### src/rtl/pipe_stage_pkg.sv
// rtl/pipe_stage_pkg.sv - shared types and constants for the pipeline-stage buffer
//
// Purpose : occupancy type, statistics counter width and saturation constant,
//           plus small helpers shared by pipe_stage_buf and pipe_stage_slot.
// Ports   : none (package).
// Macro   : PIPE_STAGE_STATS_EN (consumed by pipe_stage_buf).

package pipe_stage_pkg;

  typedef logic [1:0] occ_t;

  localparam int STAT_W = 32;
  localparam logic [STAT_W-1:0] STAT_MAX = '1;

  // Saturating increment used by the stall/bubble counters.
  function automatic logic [STAT_W-1:0] sat_inc(input logic [STAT_W-1:0] v,
                                                input logic              en);
    if (en && (v != STAT_MAX)) begin
      return v + 1'b1;
    end
    return v;
  endfunction

  // Entries fill head first, so skid valid implies head valid; this encodes
  // the two valid bits as a count without an adder.
  function automatic occ_t occ_from_valid(input logic h_valid,
                                          input logic s_valid);
    return {s_valid, h_valid & ~s_valid};
  endfunction

endpackage

### src/rtl/pipe_stage_slot.sv
// rtl/pipe_stage_slot.sv - one valid+payload storage entry
//
// Purpose : a single buffer entry. Flush zeroes valid and payload; load
//           captures d and sets valid; clear drops valid but keeps the payload.
// Ports   : clk    in        rising-edge clock
//           reset  in        asynchronous active-low reset
//           flush  in        synchronous kill (highest priority)
//           load   in        capture d, mark valid
//           clear  in        mark invalid, payload holds
//           d      in  WIDTH payload to capture
//           valid  out       entry holds a payload
//           q      out WIDTH stored payload

module pipe_stage_slot
  import pipe_stage_pkg::*;
#(
  parameter int WIDTH = 32
) (
  input  logic             clk,
  input  logic             reset,
  input  logic             flush,
  input  logic             load,
  input  logic             clear,
  input  logic [WIDTH-1:0] d,
  output logic             valid,
  output logic [WIDTH-1:0] q
);

  logic             r_valid;
  logic [WIDTH-1:0] r_data;

  always_ff @(posedge clk or negedge reset) begin
    if (!reset) begin
      r_valid <= 1'b0;
      r_data  <= '0;
    end else if (flush) begin
      r_valid <= 1'b0;
      r_data  <= '0;
    end else if (load) begin
      r_valid <= 1'b1;
      r_data  <= d;
    end else if (clear) begin
      r_valid <= 1'b0;
    end
  end

  assign valid = r_valid;
  assign q     = r_data;

endmodule

### src/rtl/pipe_stage_buf.sv
// rtl/pipe_stage_buf.sv - valid/ready pipeline-stage register with optional skid entry
//
// Purpose : WIDTH-bit pipeline register between two datapath stages. SKID=1
//           uses head+skid entries with in_ready straight from a flop; SKID=0
//           uses one entry with combinational in_ready.
// Macro   : PIPE_STAGE_STATS_EN enables the stall/bubble counters; otherwise
//           stall_cnt/bubble_cnt are tied to zero.
// Ports   : clk        in        rising-edge clock
//           reset      in        asynchronous active-low reset
//           flush      in        synchronous kill of all entries
//           in_valid   in        upstream payload present
//           in_ready   out       stage can accept this cycle
//           in_data    in  WIDTH upstream payload
//           out_valid  out       head entry valid
//           out_ready  in        downstream takes head entry
//           out_data   out WIDTH head payload
//           occupancy  out 2     valid entry count
//           stall_cnt  out 32    cycles with out_valid && !out_ready
//           bubble_cnt out 32    cycles with out_ready && !out_valid

module pipe_stage_buf
  import pipe_stage_pkg::*;
#(
  parameter int WIDTH = 32,
  parameter int SKID  = 1
) (
  input  logic              clk,
  input  logic              reset,
  input  logic              flush,
  input  logic              in_valid,
  output logic              in_ready,
  input  logic [WIDTH-1:0]  in_data,
  output logic              out_valid,
  input  logic              out_ready,
  output logic [WIDTH-1:0]  out_data,
  output occ_t              occupancy,
  output logic [STAT_W-1:0] stall_cnt,
  output logic [STAT_W-1:0] bubble_cnt
);

  logic             w_accept;
  logic             w_pop;
  logic             w_h_valid;
  logic [WIDTH-1:0] w_h_data;
  logic             w_h_load;
  logic             w_h_clear;
  logic [WIDTH-1:0] w_h_d;

  assign w_accept  = in_valid && in_ready;
  assign w_pop     = w_h_valid && out_ready;
  assign out_valid = w_h_valid;
  assign out_data  = w_h_data;

  pipe_stage_slot #(.WIDTH(WIDTH)) u_head (
    .clk   (clk),
    .reset (reset),
    .flush (flush),
    .load  (w_h_load),
    .clear (w_h_clear),
    .d     (w_h_d),
    .valid (w_h_valid),
    .q     (w_h_data)
  );

  generate
    if (SKID != 0) begin : g_skid
      logic             w_s_valid;
      logic [WIDTH-1:0] w_s_data;
      logic             w_s_load;
      logic             w_s_clear;

      // Head refills from the skid entry when it holds data, otherwise from
      // the input. An accept cannot coincide with a full skid since in_ready
      // is low then, so the two sources never compete.
      assign w_h_load  = (!w_h_valid && w_accept) ||
                         (w_pop && (w_s_valid || w_accept));
      assign w_h_d     = w_s_valid ? w_s_data : in_data;
      assign w_h_clear = w_pop && !w_s_valid && !w_accept;

      assign w_s_load  = w_h_valid && !w_pop && w_accept;
      assign w_s_clear = w_pop && w_s_valid;

      pipe_stage_slot #(.WIDTH(WIDTH)) u_skid (
        .clk   (clk),
        .reset (reset),
        .flush (flush),
        .load  (w_s_load),
        .clear (w_s_clear),
        .d     (in_data),
        .valid (w_s_valid),
        .q     (w_s_data)
      );

      // Registered ready: the skid valid flop itself. The skid entry absorbs
      // the one beat that arrives while upstream still sees the old ready.
      assign in_ready  = !w_s_valid;
      assign occupancy = occ_from_valid(w_h_valid, w_s_valid);
    end else begin : g_single
      assign w_h_load  = w_accept;
      assign w_h_d     = in_data;
      assign w_h_clear = w_pop && !w_accept;
      assign in_ready  = !w_h_valid || out_ready;
      assign occupancy = occ_from_valid(w_h_valid, 1'b0);
    end
  endgenerate

`ifdef PIPE_STAGE_STATS_EN
  logic [STAT_W-1:0] r_stall_cnt;
  logic [STAT_W-1:0] r_bubble_cnt;

  // Reset-only clear: flush kills payloads but not the statistics.
  always_ff @(posedge clk or negedge reset) begin
    if (!reset) begin
      r_stall_cnt  <= '0;
      r_bubble_cnt <= '0;
    end else begin
      r_stall_cnt  <= sat_inc(r_stall_cnt,  w_h_valid && !out_ready);
      r_bubble_cnt <= sat_inc(r_bubble_cnt, out_ready && !w_h_valid);
    end
  end

  assign stall_cnt  = r_stall_cnt;
  assign bubble_cnt = r_bubble_cnt;
`else
  assign stall_cnt  = '0;
  assign bubble_cnt = '0;
`endif

endmodule

### config.mk
export PLATFORM = sky130hd
export DESIGN_NAME = pipe_stage_buf
export DESIGN_NICKNAME = d
export VERILOG_FILES = /design/src/rtl/pipe_stage_pkg.sv /design/src/rtl/pipe_stage_slot.sv /design/src/rtl/pipe_stage_buf.sv
export SDC_FILE = /design/constraint.sdc
export NUM_CORES = 1
export LEC_CHECK = 0
export BUFFER_PORTS_ARGS = -buffer_cell sky130_fd_sc_hd__buf_2
export CORE_ASPECT_RATIO = 0.6
export CORE_MARGIN = 5
export CORE_UTILIZATION = 30
export DETAILED_ROUTE_END_ITERATION = 10
export GPL_TIMING_DRIVEN = 0
export PLACE_DENSITY = 0.54
export SYNTH_ARGS = -nofsm -noshare
export SYNTH_HDL_FRONTEND = slang
export SYNTH_SLANG_ARGS = --single-unit
### constraint.sdc
create_clock -name clk -period 4.1 [get_ports clk]
set_clock_uncertainty 0.2 [all_clocks]
set_input_delay 0.82 -clock clk [delete_from_list [all_inputs] [get_ports clk]]
set_output_delay 0.82 -clock clk [all_outputs]
set_load 0.03 [all_outputs]
==> results of run 1 <==
[routing by layer]
metal / vias to the layer above / global-route usage (%) / routed length (um)
li1: 1108 / - / -
met1: 1059 / 18.21 / 3748
met2: 74 / 17.07 / 3407
met3: 10 / 5.661 / 638
met4: 2 / 2.586 / 59
met5: - / 0 / 11
[synthesized netlist by cell type]
master	instances
a211oi_1	1
a21oi_1	2
a21oi_2	1
a22o_1	32
a41oi_2	1
buf_2	10
buf_4	71
conb_1	1
dfrtp_1	66
inv_1	2
mux2_2	1
mux2i_1	32
nand2b_1	2
nand3b_1	1
nor2b_1	1
nor3_4	1
o21ai_0	1
o2bb2ai_1	32
[metrics by stage]
stage	hold WS [ns]	setup slack [ns]	instance area [um2]
after global routing	0.3024	1.496	4288
after floorplan	0.2727	1.882	3465
after CTS	0.2861	1.535	4288
after global placement	0.2677	1.674	3999
after detailed placement	0.2687	1.851	4001
final	0.2792	1.572	4288
[cell families (layout without fill, tap and decap cells)]
group                  Yosys count  after routing  synth area share [%]
buffers and inverters           83            171                 18.29
AOI/OAI and AO/OA               70             70                 18.84
DFF                             66             66                 51.16
muxes                           33             33                 10.27
and+or+nand+nor                  5              5                 1.318
other                            1             64                0.1162
[sequential cells by signal (all words and copies together), names as in the netlist]
register and flops:
g_skid.u_skid.q 32, u_head.valid 1, g_skid.u_skid.valid 1, u_head.q 32
[power groups by stage]
stage / combinational (mW) / clock, mW / sequential (mW)
2_1_floorplan: 0.205 / 0 / 0.759
3_3_place_gp: 0.341 / 0 / 0.713
3_5_place_dp: 0.343 / 0 / 0.713
4_1_cts: 0.343 / 0.763 / 0.703
5_1_grt: 0.369 / 0.792 / 0.707
6_report: 0.342 / 0.743 / 0.702
[worst paths after layout]
path / endpoint / slack (ns) / depth (start not counted) / from
setup reg to reg: u_head.q[13] / 2.34 / 4 / g_skid.u_skid.valid
min in group asynchronous: u_head.q[18] / 0.39 / 1 / reset
setup / recovery: occupancy[0] / 1.57 / 4 / g_skid.u_skid.valid
hold / removal: u_head.q[21] / 0.28 / 1 / u_head.q[21]
max in group asynchronous: u_head.q[0] / 2.73 / 1 / reset
hold reg to reg: u_head.q[21] / 0.28 / 1 / u_head.q[21]
[area by class of cell]
cell class	instances	area, um2
multi-input combinational	172	1222
timing repair buffer	72	362.8
buffer	81	583.1
fill	1054	6235
clock buffer	10	229.0
sequential	66	1652
tap	139	173.9
clock inverter	6	57.56
inverter	2	7.507
[critical path: cells and delay by family, from the launching register on]
| family | cells | cell delay (ns) |
|---|---|---|
| simple gates | 1 | 0.07 |
| flops | 1 | 0.40 |
| buf+inv | 3 | 0.71 |
==> out/metrics.yaml, run 1 <==
fin_crit_sh_pct: 61.67
switching_share_pct: 29.34
dieArea_mm2: 0.01300
layout_common_cells: "buf_2, buf_4, dfrtp_1"
cts_tree: "done"
fin_setup_tns_ns: 0
maxCapViolCount: 0
ys_top_cells_by_area: "dfrtp_1, buf_4, mux2i_1, a22o_1, o2bb2ai_1"
io_pins: 137
h-tree-depth: 3
slew_violations: 0
cts.sinks: 66
postRouteWirelength_um: 7865
wl_per_cell_um: 14.35
rows: 29
p_seq_share_pct: 39.3
cp-end-kind: "output port"
initial_utilization_pct: 30.68
critPathSlowestCell: "dfrtp_1"
critPathRequiredTime_ns: 3.08
ys_types: 18
final_common_cell: "buf_2"
crit_arrival_ns: 1.51
grt_pass1_vias: 2268
cts_hold_buffers: 0
critical_path_class: "reg -> out"
yosysTopAreaCell: "dfrtp_1"
p_sw_uw: 524.4
cp_common_cell: "buf_2"
grt_setup_unrepaired: "no"
dieHeight_um: 90.35
dp_hpwl_um: 5733
num_antenna_cells: 0
post-place-cells: 532
grt_pass1_wl_um: 12700
cts.clk_slew.worst_paths_ns: 0.06
leakagePower_nw: 2.261
netlist_area_mm2: 0.003228
finish.utilization_pct: 40.75
insertion_delay_ns: 0.32
clock_path_buffers: 2
cts_setup_buffers: 0
path_cells: "buf_4, buf_2, nor2b_1, buf_2"
timing.final.crit_period_ns: 2.528
area_growth_pct: 32.83
grt_max_degree: 67
slowest_delay_ns: 0.40
cts-root-buf: "clkbuf_16"
peakVddDrop_v: 0.0002105
power_frac_clock_pct: 41.6
p_int_mw: 1.263
tightest_slew_ns: 0.8510
numCtsBuffers: 9
synth_seq_cells: 66
max_freq_mhz: 395.5
fin_nets: 441
drt-vias-per-instance: 4.111
status: "finished, final reports clean"
io_buffers: 72
coreArea_mm2: 0.01052
synth-warning-count: 0
routed-via-count: 2253
p_per_area_mw_per_mm2: 416.8
die_x_um: 143.9
hold_viol: 0
gp_congestion: 0.7711
start_kind: "flip-flop"
netlist_instances: 258
instances_no_fill: 548
hold_class: "reg -> reg"
grt_use_total_pct: 12.55
yosysTopAreaCellShare_pct: 51.16
setup_viol: 0
drive_gt1_share_pct: 42.05
synth.yosys.seq_area_share_pct: 51.16
ant_nets: 0
antenna_found_initial: 1
crit_fanout: 10
cts_resized: 0
overflow: 0
drc: 0
pwr-share-comb_pct: 19.1
syn_area_per_cell_um2: 12.51
drt-pass1-iter-count: 4
relSlewSlack_pct: 43.26
drt-initial-drc-count: 87
power_mw: 1.787
(Power assumes the default switching activity.)
==> run 2, diff against run 1 <==
PLACE_DENSITY = 0.57   (was 0.54)
clock period = 2.06 ns   (was 4.1 ns; I/O delays follow)
==> run 2 against run 1 <==
  * The run now ends with negative hold slack left
  * Core utilization grew 0.13 points
  * Die area unchanged
  * Sequential cell count unchanged
  * Critical endpoint is now in_ready
==> out/metrics.yaml, run 2 (same netlist as run 1, synthesis figures left out) <==
status: "finished with violations"
violations: "negative hold slack"
rows: 29
drt-pass1-iter-count: 4
dieHeight_um: 90.35
grt_pass1_wl_um: 12410
pwr-share-comb_pct: 18.8
p_per_area_mw_per_mm2: 842.0
cts.sinks: 66
die_x_um: 143.9
start_kind: "flip-flop"
switching_share_pct: 28.74
drc: 0
cp-end-kind: "output port"
clock_path_buffers: 2
fin_setup_tns_ns: 0
crit_arrival_ns: 1.32
insertion_delay_ns: 0.32
fin_nets: 440
pre_cts_ws_ns: 0.2358
instances_no_fill: 547
crit_fanout: 19
post-place-cells: 532
maxCapViolCount: 0
numCtsBuffers: 9
slowest_delay_ns: 0.38
timing.final.crit_period_ns: 1.931
peakVddDrop_v: 0.0003523
overflow: 0
setup_viol: 0
cts.clk_slew.worst_paths_ns: 0.06
layout_common_cells: "buf_2, buf_4, dfrtp_1"
p_sw_mw: 1.041
num-fill-cells: 1045
io_buffers: 72
cts_tree: "done"
wl_per_cell_um: 14.22
grt_setup_unrepaired: "no"
num_antenna_cells: 0
drive_gt1_share_pct: 42.16
dp_hpwl_um: 5777
grt_use_total_pct: 12.13
drt-vias-per-instance: 4.144
fin_crit_sh_pct: 93.72
dieArea_mm2: 0.01300
hold_class: "in -> async"
power_frac_clock_pct: 42.6
cts_setup_buffers: 0
antenna_found_initial: 0
finalWorstSetupSlack_ns: 0.1294
final_common_cell: "buf_2"
max_freq_mhz: 518.0
cts_resized: 0
finalInstanceArea_mm2: 0.004302
p_seq_share_pct: 38.6
critical_path_class: "reg -> out"
h-tree-depth: 3
cts-root-buf: "clkbuf_16"
coreArea_mm2: 0.01052
drt-initial-drc-count: 83
gp_congestion: 0.7583
leakagePower_nw: 2.265
path_cells: "buf_4, inv_1, buf_2"
postRouteWirelength_um: 7780
routed-via-count: 2267
area_growth_pct: 33.26
hold-worst-slack_ns: -0.003388
hold_viol: 5
grt_pass1_vias: 2351
slew_violations: 0
cts_hold_buffers: 0
grt_max_degree: 67
critPathRequiredTime_ns: 1.45
placed_area_mm2: 0.004001
tightest_slew_ns: 0.8537
critPathSlowestCell: "dfrtp_1"
relSlewSlack_pct: 43.09
ant_nets: 0
p_int_mw: 2.581
initial_utilization_pct: 30.68
io_pins: 137
run 2: cell types whose count changed in the layout (fill, tap and decap cells not counted):
cell | before | now
clkbuf_1 | 1 | 0
clkinv_2 | 4 | 3
clkbuf_8 | 0 | 2
buf_2 | 81 | 80
run 2: worst paths after layout:
path | from | to | slack [ns] | depth (start not counted)
min in group clk | out_ready | g_skid.u_skid.valid | 0.09 | 2
max in group asynchronous | reset | u_head.q[10] | 1.09 | 1
hold reg to reg | u_head.q[17] | u_head.q[17] | 0.28 | 1
setup reg to reg | g_skid.u_skid.valid | g_skid.u_skid.q[30] | 0.22 | 5
setup / recovery | g_skid.u_skid.valid | in_ready | 0.13 | 3
hold / removal | reset | u_head.q[20] | -0.003 | 1
run 2: critical path: cells and delay by family (launching register included):
family	cells	cell delay, ns
buffers and inverters	3	0.61
flip-flops	1	0.38
run 2: metrics by stage:
stage	power, mW	util, %	hold slack, ns
2_1_floorplan	1.920	-	-0.08359
6_report	3.622	40.88	-0.003388
3_5_place_dp	2.102	38.03	0.2682
5_1_grt	3.788	40.88	0.07886
4_1_cts	3.665	40.88	0.03285
3_3_place_gp	2.095	38.00	0.2661
run 2: power groups by stage:
| stage | logic [mW] | clock network, mW | registers [mW] |
|---|---|---|---|
| finish | 0.682 | 1.54 | 1.40 |
| detailed placement | 0.684 | 0 | 1.42 |
| global route | 0.732 | 1.65 | 1.41 |
| floorplan | 0.408 | 0 | 1.51 |
| CTS | 0.683 | 1.59 | 1.40 |
| global placement | 0.677 | 0 | 1.42 |
run 2: cell type report:
cell class              count  area (um2)  share of cell area [%]
plain buffers              80       578.1                   13.44
clock buffers              11       252.7                   5.875
clock inverters             5       52.55                   1.222
inverters                   2       7.507                  0.1745
multi-input cells         172        1222                   28.42
flip-flops and latches     66        1652                   38.39
well taps                 139       173.9                   4.043
repair buffers             72       362.8                   8.435
run 2: metal layers:
metal / wire length (um) / track usage, % / vias up
li1: - / - / 1103
met1: 3627 / 16.80 / 1086
met2: 3496 / 17.84 / 67
met3: 569 / 4.815 / 11
met4: 86 / 2.665 / 0
met5: 0 / 0 / -
